File: src/rtl/mac_cmd_loop.sv
// mac_cmd_loop: injects a host command word into the UDP RX path
// via a byte FIFO and emulates the UDP TX prepare handshake.
module mac_cmd_loop #(
  parameter int CMD_BYTES  = 12,
  parameter int FIFO_DEPTH = 32,
  parameter int PRNUM      = 10
) (
  input  logic                          gmii_rxc,
  input  logic                          rst_n,
  input  logic                          cmd_make,
  input  logic [8*CMD_BYTES-1:0]        cmd_rx,
  output logic                          cmd_done,
  output logic                          fs_udp_rx,
  input  logic                          fd_udp_rx,
  input  logic                          udp_rxen,
  output logic [7:0]                    udp_rxd,
  output logic [15:0]                   udp_rx_len,
  input  logic                          fs_udp_tx,
  input  logic                          flag_udp_tx_req,
  output logic                          flag_udp_tx_prep,
  input  logic                          fd_udp_tx,
  output logic [$clog2(FIFO_DEPTH):0]   fifo_level,
  output logic                          ovf
);

  localparam int CW = 8 * CMD_BYTES;
  localparam int AW = $clog2(FIFO_DEPTH);
  localparam int LW = AW + 1;
  localparam int IW = (CMD_BYTES > 1) ? $clog2(CMD_BYTES) : 1;
  localparam int NW = $clog2(PRNUM + 1) + 1;

  localparam logic [2:0] S_IDLE = 3'd0;
  localparam logic [2:0] S_PREP = 3'd1;
  localparam logic [2:0] S_LOAD = 3'd2;
  localparam logic [2:0] S_LAST = 3'd3;
  localparam logic [2:0] S_WFEX = 3'd4;
  localparam logic [2:0] S_GNEX = 3'd5;
  localparam logic [2:0] S_LTEX = 3'd6;
  localparam logic [2:0] S_LTXX = 3'd7;

  logic [2:0]    state;
  logic [2:0]    state_n;
  logic [IW-1:0] idx;
  logic [NW-1:0] wnum;
  logic [CW-1:0] shadow;
  logic [7:0]    mem [FIFO_DEPTH];
  logic [AW-1:0] wr_ptr;
  logic [AW-1:0] rd_ptr;
  logic          wr;
  logic          full;
  logic          empty;
  logic          rd_ok;
  logic          wr_ok;

  always_comb begin
    state_n = state;
    unique case (state)
      S_IDLE: begin
        if (cmd_make)       state_n = S_PREP;
        else if (fs_udp_tx) state_n = S_WFEX;
      end
      S_PREP: if (!cmd_make) state_n = S_LOAD;
      S_LOAD: begin
        if (idx == IW'(CMD_BYTES - 1)) state_n = S_LAST;
      end
      S_LAST: if (fd_udp_rx) state_n = S_IDLE;
      S_WFEX: if (flag_udp_tx_req) state_n = S_GNEX;
      S_GNEX: if (wnum == NW'(PRNUM)) state_n = S_LTEX;
      S_LTEX: if (!flag_udp_tx_req) state_n = S_LTXX;
      S_LTXX: if (fd_udp_tx) state_n = S_IDLE;
      default: state_n = S_IDLE;
    endcase
  end

  always_ff @(posedge gmii_rxc or negedge rst_n) begin
    if (!rst_n) begin
      state  <= S_IDLE;
      idx    <= '0;
      wnum   <= '0;
      shadow <= '0;
    end else begin
      state <= state_n;
      idx   <= (state == S_LOAD) ? idx + 1'b1 : '0;
      wnum  <= (state == S_GNEX) ? wnum + 1'b1 : '0;
      // byte 0 sits at the top; shift it out one byte per LOAD cycle
      if (state == S_PREP && !cmd_make) shadow <= cmd_rx;
      else if (state == S_LOAD)         shadow <= shadow << 8;
    end
  end

  assign wr    = (state == S_LOAD);
  assign full  = (fifo_level == LW'(FIFO_DEPTH));
  assign empty = (fifo_level == '0);
  assign rd_ok = udp_rxen && !empty;
  // a read on a full FIFO frees the slot this write needs
  assign wr_ok = wr && (!full || rd_ok);

  always_ff @(posedge gmii_rxc) begin
    if (wr_ok) mem[wr_ptr] <= shadow[CW-1 -: 8];
  end

  always_ff @(posedge gmii_rxc or negedge rst_n) begin
    if (!rst_n) begin
      wr_ptr     <= '0;
      rd_ptr     <= '0;
      fifo_level <= '0;
      udp_rxd    <= '0;
      ovf        <= 1'b0;
    end else begin
      if (wr_ok) wr_ptr <= wr_ptr + 1'b1;
      if (rd_ok) begin
        rd_ptr  <= rd_ptr + 1'b1;
        udp_rxd <= mem[rd_ptr];
      end
      fifo_level <= fifo_level + LW'(wr_ok) - LW'(rd_ok);
      if (wr && !wr_ok) ovf <= 1'b1;
    end
  end

  assign cmd_done         = (state == S_PREP);
  assign fs_udp_rx        = (state == S_LAST);
  assign flag_udp_tx_prep = (state == S_LTEX);
  assign udp_rx_len       = 16'(CMD_BYTES);

endmodule

File: config.mk
export PLATFORM = sky130hd
export DESIGN_NAME = mac_cmd_loop
export DESIGN_NICKNAME = d
export VERILOG_FILES = /design/src/rtl/mac_cmd_loop.sv
export SDC_FILE = /design/constraint.sdc
export NUM_CORES = 1
export LEC_CHECK = 0
export ABC_AREA = 1
export ABC_CLOCK_PERIOD_IN_PS = 3520
export BUFFER_PORTS_ARGS = -buffer_cell sky130_fd_sc_hd__buf_4
export CORE_MARGIN = 4
export CORE_UTILIZATION = 30
export CTS_CLUSTER_DIAMETER = 80
export CTS_CLUSTER_SIZE = 20
export DETAILED_ROUTE_END_ITERATION = 10
export GPL_TIMING_DRIVEN = 0
export HOLD_SLACK_MARGIN = 0.12
export PLACE_DENSITY_LB_ADDON = 0.1
export SLEW_MARGIN = 20
export SYNTH_ARGS = -nofsm -noshare
export SYNTH_HDL_FRONTEND = slang
export SYNTH_SLANG_ARGS = --single-unit
File: constraint.sdc
create_clock -name gmii_rxc -period 3.52 [get_ports gmii_rxc]
set_clock_uncertainty 0.15 [all_clocks]
set_input_delay 0.176 -clock gmii_rxc [delete_from_list [all_inputs] [get_ports gmii_rxc]]
set_output_delay 0.176 -clock gmii_rxc [all_outputs]
set_load 0.02 [all_outputs]
After elaboration in Yosys (flattened, before gate mapping)
Memories as Yosys holds them, arrays and structs flattened. A register that Yosys moved wholly into a read port is not among the register bits.
Cells that the tools add are included.
{"block": "totals", "regBits": 125, "ram_bits": 256, "output_inout_bits": 34, "word_cells": 63, "memories": 1}
{"memory": "mem", "words": 32, "word_bits": 8, "read_ports": 1, "rd_ports_with_merged_regs": 1, "write_ports": 1, "line_no": "46", "rtl": "logic [7:0] mem [FIFO_DEPTH];"}
{"block": "classes", "add_sub_neg": 6, "n_eq_ne": 18, "n_mux": 16, "n_reduce_logical": 14}
{"cell": "96-bit two-way mux", "count": 2}
{"cell": "3-bit two-way mux", "count": 9}
{"cell": "3-bit case mux with 8 select lines", "count": 1}
{"cell": "5-bit by 1-bit adder with 5-bit output, second input constant", "count": 3}
{"cell": "3-bit equality test, second input constant", "count": 4}
{"cell": "2-bit inequality test, second input constant", "count": 5}
{"cell": "8-bit AND reduction", "count": 1}
{"cell": "6-bit by 1-bit adder with 6-bit output", "count": 1}
{"cell": "3-bit by 2-bit equality test with 1-bit output, second input constant", "count": 2}
{"cell": "6-bit equality test, second input constant", "count": 1}
{"cell": "6-bit logical NOT", "count": 1}
{"cell": "6-bit by 1-bit subtractor with 6-bit output", "count": 1}
{"cell": "5-bit by 4-bit equality test with 1-bit output, second input constant", "count": 1}
{"cell": "1-bit logical NOT", "count": 5}
{"cell": "5-bit two-way mux", "count": 1}
{"cell": "4-bit by 1-bit adder with 4-bit output, second input constant", "count": 1}
{"cell": "4-bit equality test, second input constant", "count": 1}
{"cell": "1-bit logical AND", "count": 4}
{"cell": "4-bit two-way mux", "count": 1}
{"cell": "2-bit by 1-bit inequality test with 1-bit output, second input constant", "count": 2}
{"cell": "3-bit by 1-bit equality test with 1-bit output, second input constant", "count": 1}
{"cell": "3-bit logical NOT", "count": 1}
{"cell": "3-bit inequality test, second input constant", "count": 1}
{"cell": "1-bit two-way mux", "count": 2}
{"cell": "2 further kinds", "count": 2}

Logic depth before layout (Yosys ltp)
{"block": "depth", "word_depth": 7, "ltp_mapped": 14}

Worst setup path before layout
Ideal clock, no wire load.
{"block": "synth_timing", "kind": "flip-flop to flip-flop", "startpoint": "register fifo_level[2]", "endpoint": "register fifo_level[4]", "setup_time_ns": 0.131, "t_arrival_ns": 2.247, "path_slack_ns": 0.993, "stages_incl_launch_ff": 13, "cell_sequence": "dfrtp_1 > inv_1 > ha_1 > nand3_1 > nand2_1 > nand2_1 > nand2_2 > xor2_1 > ha_1 > fa_1 > a21oi_1 > o21ai_0 > xor2_1"}
{"block": "synth_via", "elab_chain_cells": 7, "elab_cells_between_ends": 9, "cone_classes": "add/sub (2); eq/ne (1); reduce/logical (6)"}
{"item": "from (decl)", "line_no": "22", "rtl": "output logic [$clog2(FIFO_DEPTH):0] fifo_level,"}
{"item": "from (signal assigned)", "line_no": "115", "rtl": "fifo_level <= fifo_level + LW'(wr_ok) - LW'(rd_ok);"}
{"item": "6-bit logical NOT", "line_no": "93", "rtl": "assign empty = (fifo_level == '0);"}
{"item": "1-bit logical NOT", "line_no": "94", "rtl": "assign rd_ok = udp_rxen && !empty;"}
{"item": "1-bit logical AND", "line_no": "94"}
{"item": "1-bit logical OR", "line_no": "96", "rtl": "assign wr_ok = wr && (!full || rd_ok);"}
{"item": "1-bit logical AND", "line_no": "96"}
{"item": "6-bit by 1-bit adder with 6-bit output", "line_no": "115"}
{"item": "6-bit by 1-bit subtractor with 6-bit output *", "line_no": "115"}
Every way passes the cells marked *; elsewhere a longest branch is shown, timed or not.
A chain may end at the register's enable or synchronous reset.

Worst setup path in the final report
{"block": "layout_timing", "startpoint": "register state[2]", "endpoint": "register state[2]"}
{"block": "layout_via", "elab_chain_cells": 3, "elab_cells_between_ends": 18, "cone_classes": "eq/ne (15); mux (1); reduce/logical (2)"}
{"item": "from (decl)", "line_no": "41", "rtl": "logic [2:0] state;"}
{"item": "from (signal assigned)", "line_no": "82", "rtl": "state <= state_n;"}
{"item": "3-bit equality test, or another cell as far along", "line_no": "57", "rtl": "unique case (state)"}
{"item": "2-bit inequality test (no source line), or another cell as far along"}
{"item": "8-bit AND reduction (no source line)"}
Several ways; a longest one is shown, not always the timed one.

==> out/results.txt <==
setup violation total in the final timing report: 0
gp weighted congestion: 0.809
share of cell area taken by muxes after synthesis: 0.000659
number of antenna violations at the first check in global routing: 0
maximum operating frequency: 0.314 GHz
combined global-route utilization of all metal layers: 0.167
setup TNS: 0 ps
layout cell share with drive strength beyond 1: 0.159
count of cell types in the netlist: 36
post-route cell area: 21400 um2
cell type with the highest occurrence count on the critical path: dlygate4sd3_1
WHS: 207 ps
Critical Path Slowest Stage Cell: dlygate4sd3_1
Die Footprint: 60900 um2
transition time at the pin with the least slew margin: 1080 ps
class of the tightest hold or removal check: input port to flip-flop
count of buffers added by post-CTS timing repair for setup: 0
most used flip-flop cell after synthesis: edfxtp_1
clk root buf: clkbuf_16
synthesized-area fraction occupied by xor and xnor cells: 0.00768
relative max-transition margin: 0.276
largest fanout on the critical path: 8
Syn. warnings: 0
Final Total Pwr: 0.0172 W
count of flip-flops with a built-in enable after synthesis: 256
number of core rows: 87
wire length reported by the detailed router: 50500 um
total number of H-tree levels: 1
starting DRC count in detailed routing: 687
worst path arrival time: 3510 ps
Crit path largest cell delay: 620 ps
P per Cell Area: 802 nW/um2
final worst-path cycle share: 0.905
clock tree from TritonCTS: done
leading cell type by number of instances after synthesis: nand2_1
via count of the first global-routing pass: 12500
count of maximum capacitance violations: 0
largest area contributor in the netlist: edfxtp_1
flip-flop and latch area: 11000 um2
largest net degree at the start of global routing: 77
fin. max-slew vios: 0
standard cell core area: 56400 um2
RSZ-0062 raised after global routing: no
area added between synthesis and finish: 25.4%
# IOs: 138
drc violations: 0
fill cell total of the finished layout: 5677
class of the most critical setup path: flip-flop to flip-flop
initial core utilization: 0.303
flops & latches, synth: 389
cell types with the highest counts after synthesis: nand2_1 (465), edfxtp_1 (256), inv_1 (220)
number of diodes: 0
Final nets: 2068
required time of the critical path: 3850 ps
sequential fraction of the synthesis area: 0.644
Final Hold Fails: 0
Die H: 247 um
total area of multi-input combinational cells: 4760 um2
DIE WIDTH: 247 um
fraction of the mapped netlist area in adder cells: 0.0129
Final Critical Period: 3190 ps
worst path cell trace: buf_2 > inv_1 > nand3_4 > o21ai_1 > nor3_2 > dlygate4sd3_1 > nand3_1 > dlygate4sd3_1 > nand2_1 > dlygate4sd3_1
average wire per cell in the routed design: 18.5 um
fraction of the mapped netlist area in compound gates: 0.0671
Async S/R FF share, synth: 0.342
critical path launch point type: flip-flop
main combinational cell family by area after synthesis: simple AND/OR/NAND/NOR gates
cell count after synthesis: 1661
clock input transition at the sequential cells of the worst setup and hold paths: 80 ps
port buffer count: 121
dominant cells by area after synthesis: edfxtp_1 (45%), dfrtp_1 (19%), nand2_1 (10%)
post-CTS resize count: 0
residual antenna-violating net count after detailed routing: 0
synthesized area per cell: 10.3 um2
number of buffers created by CTS: 29
top cell type's share of synthesized area: 0.450
crit path capture type: flip-flop
area of the mapped netlist: 17100 um2
simple-gate share of the synthesized area: 0.184
post-DR vias/cell: 4.48
maximum buffer depth of the clock tree: 3
cell leakage power: 9.05 nW
clk sinks: 389
detailed-route via count: 12200
post-cts hold buffer count: 112
Clock Latency Late Sink: 590 ps
largest voltage drop on the vdd net: 0.382 mV
number of iterations in the first detailed-routing pass: 5
post-place instance area: 19200 um2
placed wire-length estimate after detailed placement: 35500 um
final global-route overflow total: 0
outcome: finished clean
first-pass GRT wire length: 77100 um
==> cells by family after synthesis <==
kind of cell             count (synthesis)
AO/OA/AOI/OAI                          148
XOR/XNOR                                15
adder cells (fa/ha/maj)                 17
buffers and inverters                  330
flip-flops                             389
multiplexers                             1
other                                    2
AND/OR/NAND/NOR                        759
==> metrics by stage <==
stage / instances / worst slack (ps) / utilization
finish: 2725 / 334 / 0.380
detailed placement: 2560 / 467 / 0.341
CTS: 2725 / 350 / 0.380
global placement: 2552 / 451 / 0.337
floorplan: 1675 / 993 / -
global route: 2725 / 175 / 0.380
==> routing by layer <==
layer | up-vias | global-route usage | share of wire
met5 | - | 0 | 0
met4 | 0 | 0.0337 | 0.019
met3 | 50 | 0.0204 | 0.037
met2 | 228 | 0.294 | 0.49
met1 | 5888 | 0.222 | 0.45
li1 | 6053 | - | -
==> state kept, by name (all words and copies together) (netlist names) <==
| signal | flops |
|---|---|
| mem | 256 |
| state | 3 |
| wnum | 5 |
| fifo_level | 6 |
| udp_rxd | 8 |
| shadow | 96 |
| ovf | 1 |
| wr_ptr | 5 |
| idx | 4 |
| rd_ptr | 5 |
==> critical path: cells and delay by family, from the launching register on <==
family | cells | cell delay, ps
simple gates | 4 | 350
buf+inv | 5 | 2010
flops | 1 | 370
compound gates | 1 | 210
==> placed cells by master, fill, tap and decap left out, drive strengths merged, types with 2 or more instances in the layout <==
cell         netlist  final
nand2            470    470
edfxtp           256    256
inv              226    231
buf               89    219
nand3            183    183
dfrtp            133    133
dlygate4sd3        0    111
nor2              91     91
o221ai            74     74
clkbuf            13     49
o21ai             39     39
a21oi             23     23
ha                16     16
conb               2     16
xor2              14     14
nor3              11     11
clkinv             2      9
o211ai             8      8
bufinv             0      4
nand4              3      3
o31ai              2      2
==> final timing paths <==
path	startpoint	endpoint	slack, ps	cells after the start
min in group asynchronous	rst_n	shadow[46]$_DFFE_PN0P_	550	4
worst min-delay path	cmd_rx[36]	shadow[36]$_DFFE_PN0P_	210	4
worst min register to register	idx[0]$_DFF_PN0_	idx[0]$_DFF_PN0_	310	1
max in group asynchronous	rst_n	shadow[95]$_DFFE_PN0P_	2270	4
worst max register to register	state[2]$_DFFE_PN0P_	state[2]$_DFFE_PN0P_	330	10
worst max-delay path	state[2]$_DFFE_PN0P_	state[2]$_DFFE_PN0P_	330	10
==> cell type report <==
| type | instances | share of cell area |
|---|---|---|
| clock buffer | 36 | 0.0370 |
| timing repair buffer | 241 | 0.105 |
| tap | 756 | 0.0441 |
| multi-input combinational | 956 | 0.222 |
| buffer | 102 | 0.0260 |
| clock inverter | 17 | 0.0121 |
| sequential | 389 | 0.514 |
| inverter | 228 | 0.0399 |
==> where the power goes <==
part	internal [W]	total, W	switching, W
logic	0.00228	0.00683	0.00455
registers	0.00605	0.00661	0.000556
clock network	0.00195	0.00375	0.00179
total	0.0103	0.0172	0.00690
(Power assumes the default switching activity.)
